File: src/rtl/fc_ctrl.sv
// rtl/fc_ctrl.sv - FC1/FC2 SRAM read sequencer; optional busy-cycle counter under FC_PERF_CNT_EN
module fc_ctrl #(
    parameter int WEIGHT_ADDR_WIDTH = 15,
    parameter int FC1_NEURONS       = 500,
    parameter int FC1_WORDS         = 32,
    parameter int FC2_NEURONS       = 10,
    parameter int FC2_WORDS         = 20,
    parameter int FC2_WBASE         = 16000
) (
    input  logic                         clk,
    input  logic                         srstn,
    input  logic                         conv_done,
    output logic [WEIGHT_ADDR_WIDTH-1:0] sram_raddr_weight,
    output logic [9:0]                   data_raddr,
    output logic                         layer_sel,
    output logic                         acc_en,
    output logic                         acc_clear,
    output logic                         acc_last,
    output logic                         wb_en,
    output logic                         wb_layer,
    output logic [9:0]                   wb_addr,
    output logic                         busy,
    output logic                         fc1_done,
    output logic                         fc2_done
`ifdef FC_PERF_CNT_EN
    ,
    output logic [19:0]                  perf_cycles
`endif
);

    typedef enum logic [2:0] {
        S_IDLE,
        S_FC1_RUN,
        S_FC1_DRAIN,
        S_FC2_RUN,
        S_FC2_DRAIN
    } state_t;

    localparam logic [9:0] N1_LAST = 10'(FC1_NEURONS - 1);
    localparam logic [9:0] W1_LAST = 10'(FC1_WORDS - 1);
    localparam logic [9:0] N2_LAST = 10'(FC2_NEURONS - 1);
    localparam logic [9:0] W2_LAST = 10'(FC2_WORDS - 1);
    localparam logic [WEIGHT_ADDR_WIDTH-1:0] W2_BASE = WEIGHT_ADDR_WIDTH'(FC2_WBASE);
    localparam logic [WEIGHT_ADDR_WIDTH-1:0] WA_ONE  = WEIGHT_ADDR_WIDTH'(1);

    state_t                         state_q, state_d;
    logic [9:0]                     n_q, n_d;
    logic [9:0]                     w_q, w_d;
    logic [WEIGHT_ADDR_WIDTH-1:0]   waddr_q, waddr_d;
    logic [9:0]                     draddr_q, draddr_d;
    logic                           layer_q, layer_d;
    logic                           acc_en_q, acc_en_d;
    logic                           acc_clear_q, acc_clear_d;
    logic                           acc_last_q, acc_last_d;
    logic [9:0]                     acc_n_q, acc_n_d;
    logic                           acc_layer_q, acc_layer_d;
    logic                           wb_en_q, wb_en_d;
    logic                           wb_layer_q, wb_layer_d;
    logic [9:0]                     wb_addr_q, wb_addr_d;
    logic                           busy_q, busy_d;
    logic                           fc1_done_q, fc1_done_d;
    logic                           fc2_done_q, fc2_done_d;

    logic run;
    logic w_last;
    logic n_last;
    logic final_wb;
    logic start;

    // busy_q is still high in the fc2_done cycle, which blocks a start there
    assign start    = (state_q == S_IDLE) && conv_done && !busy_q;
    assign run      = (state_q == S_FC1_RUN) || (state_q == S_FC2_RUN);
    assign w_last   = layer_q ? (w_q == W2_LAST) : (w_q == W1_LAST);
    assign n_last   = layer_q ? (n_q == N2_LAST) : (n_q == N1_LAST);
    assign final_wb = wb_en_q && (wb_addr_q == (layer_q ? N2_LAST : N1_LAST));

    // Next-state and registered-output logic
    always_comb begin
        state_d     = state_q;
        n_d         = n_q;
        w_d         = w_q;
        waddr_d     = waddr_q;
        draddr_d    = draddr_q;
        layer_d     = layer_q;
        acc_en_d    = 1'b0;
        acc_clear_d = 1'b0;
        acc_last_d  = 1'b0;
        acc_n_d     = acc_n_q;
        acc_layer_d = layer_q;
        wb_en_d     = 1'b0;
        wb_layer_d  = 1'b0;
        wb_addr_d   = 10'd0;
        busy_d      = busy_q;
        fc1_done_d  = 1'b0;
        fc2_done_d  = 1'b0;

        // Writeback follows the last accumulate of a neuron by one cycle
        if (acc_en_q && acc_last_q) begin
            wb_en_d    = 1'b1;
            wb_layer_d = acc_layer_q;
            wb_addr_d  = acc_n_q;
        end

        // An address presented now has its read data next cycle
        if (run) begin
            acc_en_d    = 1'b1;
            acc_clear_d = (w_q == 10'd0);
            acc_last_d  = w_last;
            acc_n_d     = n_q;
            if (w_last && n_last) begin
                state_d = layer_q ? S_FC2_DRAIN : S_FC1_DRAIN;
            end else begin
                waddr_d = waddr_q + WA_ONE;
                if (w_last) begin
                    w_d = 10'd0;
                    n_d = n_q + 10'd1;
                end else begin
                    w_d = w_q + 10'd1;
                end
                draddr_d = w_d;
            end
        end

        case (state_q)
            S_IDLE: begin
                busy_d   = 1'b0;
                waddr_d  = '0;
                draddr_d = 10'd0;
                layer_d  = 1'b0;
                n_d      = 10'd0;
                w_d      = 10'd0;
                if (start) begin
                    state_d = S_FC1_RUN;
                    busy_d  = 1'b1;
                end
            end
            S_FC1_DRAIN: begin
                if (final_wb) begin
                    state_d    = S_FC2_RUN;
                    fc1_done_d = 1'b1;
                    waddr_d    = W2_BASE;
                    draddr_d   = 10'd0;
                    layer_d    = 1'b1;
                    n_d        = 10'd0;
                    w_d        = 10'd0;
                end
            end
            S_FC2_DRAIN: begin
                if (final_wb) begin
                    state_d    = S_IDLE;
                    fc2_done_d = 1'b1;
                end
            end
            default: ;
        endcase
    end

    // State and output registers
    always_ff @(posedge clk or negedge srstn) begin
        if (!srstn) begin
            state_q     <= S_IDLE;
            n_q         <= 10'd0;
            w_q         <= 10'd0;
            waddr_q     <= '0;
            draddr_q    <= 10'd0;
            layer_q     <= 1'b0;
            acc_en_q    <= 1'b0;
            acc_clear_q <= 1'b0;
            acc_last_q  <= 1'b0;
            acc_n_q     <= 10'd0;
            acc_layer_q <= 1'b0;
            wb_en_q     <= 1'b0;
            wb_layer_q  <= 1'b0;
            wb_addr_q   <= 10'd0;
            busy_q      <= 1'b0;
            fc1_done_q  <= 1'b0;
            fc2_done_q  <= 1'b0;
        end else begin
            state_q     <= state_d;
            n_q         <= n_d;
            w_q         <= w_d;
            waddr_q     <= waddr_d;
            draddr_q    <= draddr_d;
            layer_q     <= layer_d;
            acc_en_q    <= acc_en_d;
            acc_clear_q <= acc_clear_d;
            acc_last_q  <= acc_last_d;
            acc_n_q     <= acc_n_d;
            acc_layer_q <= acc_layer_d;
            wb_en_q     <= wb_en_d;
            wb_layer_q  <= wb_layer_d;
            wb_addr_q   <= wb_addr_d;
            busy_q      <= busy_d;
            fc1_done_q  <= fc1_done_d;
            fc2_done_q  <= fc2_done_d;
        end
    end

    assign sram_raddr_weight = waddr_q;
    assign data_raddr        = draddr_q;
    assign layer_sel         = layer_q;
    assign acc_en            = acc_en_q;
    assign acc_clear         = acc_clear_q;
    assign acc_last          = acc_last_q;
    assign wb_en             = wb_en_q;
    assign wb_layer          = wb_layer_q;
    assign wb_addr           = wb_addr_q;
    assign busy              = busy_q;
    assign fc1_done          = fc1_done_q;
    assign fc2_done          = fc2_done_q;

`ifdef FC_PERF_CNT_EN
    logic [19:0] perf_q, perf_d;

    // Busy-cycle counter: cleared at start, saturating, held while idle
    always_comb begin
        perf_d = perf_q;
        if (start) begin
            perf_d = 20'd0;
        end else if (busy_q && (perf_q != 20'hFFFFF)) begin
            perf_d = perf_q + 20'd1;
        end
    end

    // Counter register
    always_ff @(posedge clk or negedge srstn) begin
        if (!srstn) begin
            perf_q <= 20'd0;
        end else begin
            perf_q <= perf_d;
        end
    end

    assign perf_cycles = perf_q;
`endif

endmodule

File: config.mk
export PLATFORM = sky130hd
export DESIGN_NAME = fc_ctrl
export DESIGN_NICKNAME = d
export VERILOG_FILES = /design/src/rtl/fc_ctrl.sv
export SDC_FILE = /design/constraint.sdc
export NUM_CORES = 1
export LEC_CHECK = 0
export BUFFER_PORTS_ARGS = -buffer_cell sky130_fd_sc_hd__buf_2
export CORE_UTILIZATION = 40
export DETAILED_ROUTE_END_ITERATION = 10
export GPL_ROUTABILITY_DRIVEN = 0
export HOLD_SLACK_MARGIN = 0.03
export SYNTH_ARGS = -nofsm -noshare
export SYNTH_HDL_FRONTEND = slang
export SYNTH_SLANG_ARGS = --single-unit
File: constraint.sdc
create_clock -name clk -period 2.23 [get_ports clk]
set_clock_uncertainty 0.1 [all_clocks]
set_input_delay 0.223 -clock clk [delete_from_list [all_inputs] [get_ports clk]]
set_output_delay 0.223 -clock clk [all_outputs]
set_load 0.01 [all_outputs]
### Word level (Yosys, flattened, before mapping)

Cells that the tools add are included.

| storage, ports and cells | value |
|---|---|
| flip-flop bits (word level) | 78 |

| cells by class | value |
|---|---|
| $add $sub $neg | 3 |
| eq/ne operators | 10 |
| multiplexer cells | 40 |
| reduce and logical (&&, ||, !) cells | 11 |

Operators by type and width:

| operator | number |
|---|---|
| 10-bit 2-to-1 mux | 12 |
| 10-bit case mux with 2 select lines | 3 |
| 15-bit 2-to-1 mux | 3 |
| 15-bit case mux with 2 select lines | 1 |
| 10-bit by 1-bit adder with 10-bit output (second input constant) | 2 |
| 10-bit by 5-bit == test with 1-bit output (second input constant) | 2 |
| 3-bit 2-to-1 mux | 6 |
| 15-bit by 1-bit adder with 15-bit output (second input constant) | 1 |
| 1-bit 2-to-1 mux | 12 |
| 10-bit by 4-bit == test with 1-bit output (second input constant) | 1 |
| 10-bit by 9-bit == test with 1-bit output | 1 |
| 10-bit by 9-bit == test with 1-bit output (second input constant) | 1 |
| 10-bit logical NOT | 1 |
| 9-bit 2-to-1 mux | 1 |
| 3-bit case mux with 3 select lines | 1 |
| 3-bit by 2-bit == test with 1-bit output (second input constant) | 2 |
| 1-bit logical AND | 5 |
| 3-bit by 1-bit == test with 1-bit output (second input constant) | 1 |
| 3-bit == test (second input constant) | 1 |
| 3-bit logical NOT | 1 |
| 2-bit inequality test (second input constant) | 1 |
| 1-bit case mux with 2 select lines | 1 |
| 2-bit AND reduction | 1 |
| 2-bit nonzero test | 1 |
| other kinds (2) | 2 |

### Longest topological paths before layout

Gate-level depths: netlist (run 1).

| depth | value |
|---|---|
| word-level depth | 7 |
| mapped depth | 9 |
| depth with buffers taken out | 7 |

### Least setup slack after synthesis (run 1)

No wires, ideal clock.

| timing | value |
|---|---|
| path kind | register to register |
| start point | register n_q[6] |
| end point | register waddr_q[7], in the netlist sram_raddr_weight[7] |
| setup time | 147 ps |
| data arrival time | 1752 ps |
| data required time | 1983 ps |
| slack | 231 ps |
| stages on the path, launching flop included | 8 |
| buffers on the path | 1 |
| cell sequence | dfrtp_1 -> or4_1 -> nor2_1 -> o211a_1 -> buf_2 -> a211oi_1 -> xnor2_1 -> a21oi_1 |

| between the ends | value |
|---|---|
| longest elaborated chain between the ends | 7 |
| elaborated cells on any way between the ends | 8 |

Ends and longest elaborated chain:

| what | RTL line | RTL |
|---|---|---|
| from (decl) | 47 | `logic [9:0] n_q, n_d;` |
| from (signal assigned) | 180 | `n_q <= n_d;` |
| 10-bit by 9-bit == test with 1-bit output or 10-bit by 4-bit == test with 1-bit output (tied branches) | 74 | `assign n_last = layer_q ? (n_q == N2_LAST) : (n_q == N1_LAST);` |
| 1-bit 2-to-1 mux * | 74 |  |
| 1-bit logical AND * | 110 | `if (w_last && n_last) begin` |
| 15-bit 2-to-1 mux * | 110 |  |
| 15-bit 2-to-1 mux * | 105 | `if (run) begin` |
| 15-bit 2-to-1 mux | 138 | `if (final_wb) begin` |
| 15-bit case mux with 2 select lines * | 124 | `case (state_q)` |
| via waddr_d[7] | 49 | `logic [WEIGHT_ADDR_WIDTH-1:0] waddr_q, waddr_d;` |
| to (signal assigned) | 182 | `waddr_q <= waddr_d;` |
| to (decl) | 49 |  |

The timed path passes the listed nets; every way through them passes the cells marked *.
A chain may end at the register's enable or synchronous reset.

### Worst setup path after layout (run 1)

| timing | value |
|---|---|
| start point | register layer_q, in the netlist layer_sel |
| end point | register waddr_q[3], in the netlist sram_raddr_weight[3] |

| between the ends | value |
|---|---|
| longest elaborated chain between the ends | 6 |
| elaborated cells on any way between the ends | 10 |

Ends and longest elaborated chain:

| what | RTL line | RTL |
|---|---|---|
| from (decl) | 51 | `logic layer_q, layer_d;` |
| from (signal assigned) | 184 | `layer_q <= layer_d;` |
| branches (longest 5 deep; another with 15-bit 2-to-1 mux) | n/a |  |
| 15-bit case mux with 2 select lines * | 124 |  |
| via waddr_d[3] | 49 |  |

Mark *: on every way through the listed nets, which the timed path passes.

==> metrics.txt, run 1 <==
Initial Util 0.415; cell family with most CP delay simple AND/OR/NAND/NOR gates; Worst Max-Slew Pin Slew 0.750 ns; buffers added on ports 46; area added between synthesis and finish 20.3%; crit-path cells buf_4 -> nor3b_2 -> o211ai_2 -> or2_1 -> o21ai_4 -> or4_1 -> nand2_1; dpl cell area between 4000 and 5000 um^2; max frequency 0.478 GHz; Top FF cell, synth dfrtp_1; H-tree Lvls 3; #FFs+latches synth just under 80; aggregate routed wire length ~8000 um; top area cells in the synthesized netlist dfrtp_1 53%, nand2_1 6.1%, nor2_1 4.4%, xnor2_1 4.1%, a21oi_1 4.0%; clk buf depth 2; required time worst endpoint about 2.4 ns; DPL Wire Length ~5600 um; Global Route Usage Sum 0.181; Starting DRT DRC Count between 200 and 250; crit path buf inv count 1; pwr/cell area between 900 and 1000 nW/um^2; Hold/Removal Path Class in -> reg; DIE WIDTH between 90 and 100 um; die height 97.6 um; postcts setup bufs 0; Cell variety after synth 50; number of vias per cell around 5.2; ANT nets after route 0; num ports between 40 and 50; Max-Slew Margin vs Limit 0.496; crit-path max FO 7; WL/cell ~15 um; worst skew pair latency between 0.3 and 0.4 ns; crit end category register; crit start category register; period utilization 0.939; Final Hold Fails 0; setup_tns 0 ns; Period minus WS final 2.09 ns; clk sinks between 70 and 80; post-synthesis instance total 370; failing checks design-rule violations; Avg Cell Area, Syn just under 10 um^2; Setup CP Type reg -> reg; unrepaired setup endpoints after global routing yes; cell taking the most area after synthesis dfrtp_1; arrival time at the worst endpoint approximately 2.3 ns; EDFF count, synth 0; first-pass GRT wire length roughly 14000 um; share of the synthesized area in the top cell type 0.534; row cnt 34; DRC 14; largest net degree at the start of global routing 36; die area 9530 um^2; router iterations before antenna repair 7; final non-filler cell total approximately 550; post-synthesis sequential area ratio 0.534; Leak Pwr 2.22 nW; ys async rst share 1.00; peak supply drop 0.000807 V; antenna violations before repair 0; crit path max-delay cell type or4_1; Syn Nets 377; post-route cell area between 4000 and 5000 um^2; vias around 2900; Num CTS Buffers 9; Clock transition at path regs 0.08 ns; root buf cell clkbuf_8; fin. max-slew vios 0; final global-route overflow total 0; Mapped Area between 3000 and 4000 um^2; Core Box Area 8810 um^2; placed insts 530; Syn. warnings 0; ANT cells 0; share of layout cells above drive strength 1 0.235; Max Cap Violations 0; CTS tree built; FF-to-FF setup slack approximately 0.14 ns; CP peak stage delay between 0.4 and 0.5 ns; Setup Viol. Count Final 0; status complete, but fails checks; nets@finish 441; vias in the first global route between 2000 and 3000
[metal layers]
layer | global-route usage | share of wire | vias up
met5 | 0 | 0 | -
met4 | 0.0664 | 0.021 | 0
met3 | 0.0381 | 0.041 | 15
met2 | 0.298 | 0.48 | 60
met1 | 0.233 | 0.46 | 1381
li1 | - | - | 1404
[per-stage QoR]
stage               utilization  setup WS [ns]  power, W  hold WS [ns]
global placement          0.469         0.0506   0.00283        0.0866
CTS                       0.498         0.0829   0.00411        0.0798
global route              0.500        -0.0173   0.00432        0.0857
finish                    0.500          0.137   0.00406        0.0936
floorplan                     -          0.231   0.00247        -0.173
detailed placement        0.469        0.00717   0.00284        0.0933
[cells in the final DEF (no fill, tap or decap), types with 3 or more instances in the layout]
master,n
bufinv_16,3
mux2i_1,3
a21oi_1,29
a22oi_1,5
dfrtp_1,78
clkbuf_8,9
nor2_1,41
o211ai_1,4
nor4_1,3
nand4_1,5
nand2_1,59
inv_1,4
xor2_1,10
xnor2_1,17
o21ai_0,5
nor3_1,10
ha_1,4
and3_1,16
buf_4,25
buf_2,45
or3_1,4
nand3_1,13
[flip-flops by register name, indices dropped and copies added (netlist names)]
name and cells:
sram_raddr_weight 15, wb_en 1, fc1_done 1, fc2_done 1, data_raddr 10, state_q 3, wb_layer 1, acc_clear 1
acc_last 1, acc_en 1, acc_layer_q 1, busy 1, wb_addr 10, n_q 10, acc_n_q 10, w_q 10
layer_sel 1
[kinds of logic (layout without fill, tap and decap cells)]
kind of cell / Yosys count / after routing / share of synthesized area
multiplexers: 3 / 3 / 0.00821
buffers and inverters: 25 / 93 / 0.0359
AO/OA/AOI/OAI: 61 / 61 / 0.116
adder cells (fa/ha/maj): 4 / 4 / 0.0137
AND/OR/NAND/NOR: 172 / 172 / 0.228
flip-flops: 78 / 78 / 0.534
XOR/XNOR: 27 / 27 / 0.0646
[final timing paths]
path | start | end | cells past startpoint
max | layer_sel | sram_raddr_weight[3] | 7
min | conv_done | busy | 3
max reg2reg | layer_sel | sram_raddr_weight[3] | 7
min reg2reg | layer_sel | acc_layer_q | 0
max in group asynchronous | srstn | sram_raddr_weight[7] | 3
min in group asynchronous | srstn | acc_n_q[8] | 2
[power by group]
group          switching [W]  internal (W)  total (W)  leakage, nW
logic               0.000587      0.000426    0.00101         1.05
clock network       0.000504      0.000737    0.00124        0.115
registers           0.000189       0.00161    0.00180         1.05
[tightest hold or removal path, cell delays in order]
cell      delay [ns]
buf_2           0.09
nand2b_1        0.10
o21ai_0         0.08
[final cells by class]
| type | count | area [um^2] |
|---|---|---|
| Sequential cell | 78 | 1950 |
| Fill cell | 848 | 4400 |
| Clock buffer | 9 | 124 |
| Inverter | 5 | 18.8 |
| Tap cell | 108 | 135 |
| Clock inverter | 6 | 111 |
| Multi-Input combinational cell | 267 | 1600 |
| Timing Repair Buffer | 73 | 463 |
[synthesized netlist by cell type (all sizes together), types with 3 or more instances]
| master | instances |
|---|---|
| dfrtp | 78 |
| nand2 | 59 |
| nor2 | 43 |
| a21oi | 29 |
| xnor2 | 17 |
| and3 | 16 |
| buf | 15 |
| nand3 | 14 |
| nor3 | 12 |
| xor2 | 10 |
| o211ai | 6 |
| o21ai | 6 |
| a22oi | 5 |
| clkbuf | 5 |
| inv | 5 |
| nand4 | 5 |
| nor4 | 5 |
| ha | 4 |
| or3 | 4 |
| mux2i | 3 |
[repair_timing]
| item | in CTS | in global routing |
|---|---|---|
| gates resized for setup | 1 | 4 |
| endpoints found under the setup margin | 1 | 23 |
| endpoints found under the hold margin | 29 | 0 |
| hold buffers | 1 | 0 |
| pin swaps | 0 | 1 |
Power figures use the tool's default switching activity.
==> run 2, diff against run 1 <==
- CTS_BUF_LIST: unset -> sky130_fd_sc_hd__clkbuf_16
==> run 2 against run 1 <==
Effect of this change: the flow still finishes with violations (design-rule violations); sequential share of layout area is 1.0 points lower; power rose by 10%; register-to-register slack barely moved; via count is 0.24% higher; critical path type unchanged; critical endpoint is now sram_raddr_weight[7]; largest cell class unchanged; largest power group unchanged; highest routed layer unchanged.
==> metrics.txt, run 2 (synthesis results as in run 1) <==
num ports 47 (unchanged); DRC 14 (unchanged); ANT nets after route 0 (unchanged); number of vias per cell 5.25 (+0.24%); final non-filler cell total 546 (unchanged); pre-CTS setup slack 0.00717 ns (unchanged); Setup Viol. Count Final 0 (unchanged); CTS tree built; crit start category register; H-tree Lvls 3 (unchanged); most common cell after layout, fill and taps aside dfrtp_1; Setup CP Type reg -> reg; Worst R2R End sram_raddr_weight[7]; crit-path cells or4_1 -> nor2_2 -> o211a_1 -> buf_12 -> a211oi_1 -> xnor2_1 -> a21oi_1; max frequency 0.479 GHz (+0.19%); row cnt 34 (unchanged); buffers added on ports 46 (unchanged); area added between synthesis and finish 23.1%; Max Cap Violations 0 (unchanged); Worst Max-Slew Pin Slew 0.766 ns (+0.0157 ns); peak supply drop 0.000843 V (+4.4%); Worst Hold End busy; failing checks design-rule violations; CP peak stage delay 0.55 ns (+0.08 ns); die area 9530 um^2 (unchanged); FF-to-FF setup slack 0.14 ns (about the same); max reg flops 15 (unchanged); Max-Slew Margin vs Limit 0.486 (-0.0105); arrival time at the worst endpoint 2.16 ns (-0.12 ns); pwr/cell area 993 nW/um^2 (+7.7%); Layout fillers 823 (-2.9%); largest net degree at the start of global routing 36 (unchanged); final global-route overflow total 0 (unchanged); Leak Pwr 2.26 nW (+2.1%); fin. max-slew vios 0 (unchanged); Hold/Removal Path Class in -> reg; Starting DRT DRC Count 183 (-20%); most frequent cells in the layout 78 x dfrtp_1, 59 x nand2_1, 45 x buf_2; required time worst endpoint 2.30 ns (-0.12 ns); unrepaired setup endpoints after global routing yes; vias in the first global route 2786 (+0.22%); Initial Util 0.415 (unchanged); Final Hold Fails 0 (unchanged); status complete, but fails checks; first-pass GRT wire length 13600 um (+0.66%); clk buf depth 2 (unchanged); worst hold start conv_done; share of layout cells above drive strength 1 0.235 (unchanged); worst skew pair latency 0.33 ns (-0.02 ns); antenna violations before repair 0 (unchanged); die height 97.6 um (unchanged); Period minus WS final 2.09 ns (-0.00405 ns); Finished Core Util 0.511 (+0.0115); DPL Wire Length 5610 um (unchanged); final setup margin 0.141 ns (+0.00405 ns); placed insts 530 (unchanged); crit end category register; crit-path max FO 11 (+4); aggregate routed wire length 8060 um (+1.3%); crit path max-delay cell type or4_1; Global Route Usage Sum 0.183 (+0.00209); Clock transition at path regs 0.06 ns (-0.02 ns); WL/cell 14.8 um (+1.3%); DIE WIDTH 97.6 um (unchanged); worst reg-to-reg path cell count 7 (unchanged); vias 2867 (+0.24%); ANT cells 0 (unchanged); hold path depth 3 (unchanged); clk sinks 78 (unchanged); Num CTS Buffers 9 (unchanged); period utilization 0.937 (-0.00182); nets@finish 441 (unchanged); launching point of the worst reg2reg path n_q[6]; Core Box Area 8810 um^2 (unchanged); cell family with most CP delay simple AND/OR/NAND/NOR gates; Critical Path Stages 7 (unchanged); router iterations before antenna repair 7 (unchanged); Pwr Total 0.00447 W (+10%); crit path buf inv count 1 (unchanged); root buf cell clkbuf_16
-- run 2: per-layer routing --
layer  GRT usage  part of all wire  wire [um]
met5           0                 0          0
met4      0.0734             0.022        176
met3      0.0424             0.034        273
met2       0.300              0.48       3860
met1       0.233              0.47       3750
-- run 2: repair_timing --
action / in CTS / in global routing
resized for setup: 1 / 4
setup buffers: 0 / 0
hold buffers: 1 / 0
endpoints found under the setup margin: 1 / 26
hold endpoints to repair: 29 / 0
pin swaps: 0 / 1
-- run 2: worst max-delay path by stage --
stage / slack, ns / end / start
floorplan: 0.23 / sram_raddr_weight[7] / n_q[6]
global placement: 0.05 / sram_raddr_weight[11] / wb_addr[5]
detailed placement: 0.007 / sram_raddr_weight[11] / wb_addr[5]
CTS: 0.09 / sram_raddr_weight[3] / wb_addr[5]
global route: -0.004 / sram_raddr_weight[3] / layer_sel
finish: 0.14 / sram_raddr_weight[7] / n_q[6]
-- run 2: cell type report --
cell class / instances / area [um^2] / share of cell area
inverter: 5 / 18.8 / 0.00417
timing repair buffer: 73 / 463 / 0.103
multi-input combinational: 267 / 1600 / 0.355
clock buffer: 9 / 225 / 0.0500
tap: 108 / 135 / 0.0300
sequential: 78 / 1950 / 0.433
clock inverter: 6 / 111 / 0.0247
-- run 2: report_power, final --
group | leakage [nW] | total [W] | internal [W] | switching, W
Sequential | 1.05 | 0.00181 | 0.00162 | 0.000190
Combinational | 1.05 | 0.00102 | 0.000427 | 0.000592
Clock | 0.161 | 0.00164 | 0.00109 | 0.000559
Total | 2.26 | 0.00447 | 0.00313 | 0.00134
-- run 2: per-stage QoR --
stage | cell area, um^2 | hold slack (ns) | setup TNS (ns)
finish | 4500 | 0.119 | 0
global route | 4500 | 0.120 | -0.00359
CTS | 4490 | 0.110 | 0
detailed placement | 4130 | 0.0933 | 0
global placement | 4130 | 0.0866 | 0
floorplan | 3660 | -0.173 | 0
-- run 2: worst min-delay path: stages --
cell	delay (ns)
buf_2	0.09
nand2b_1	0.10
o21ai_0	0.08
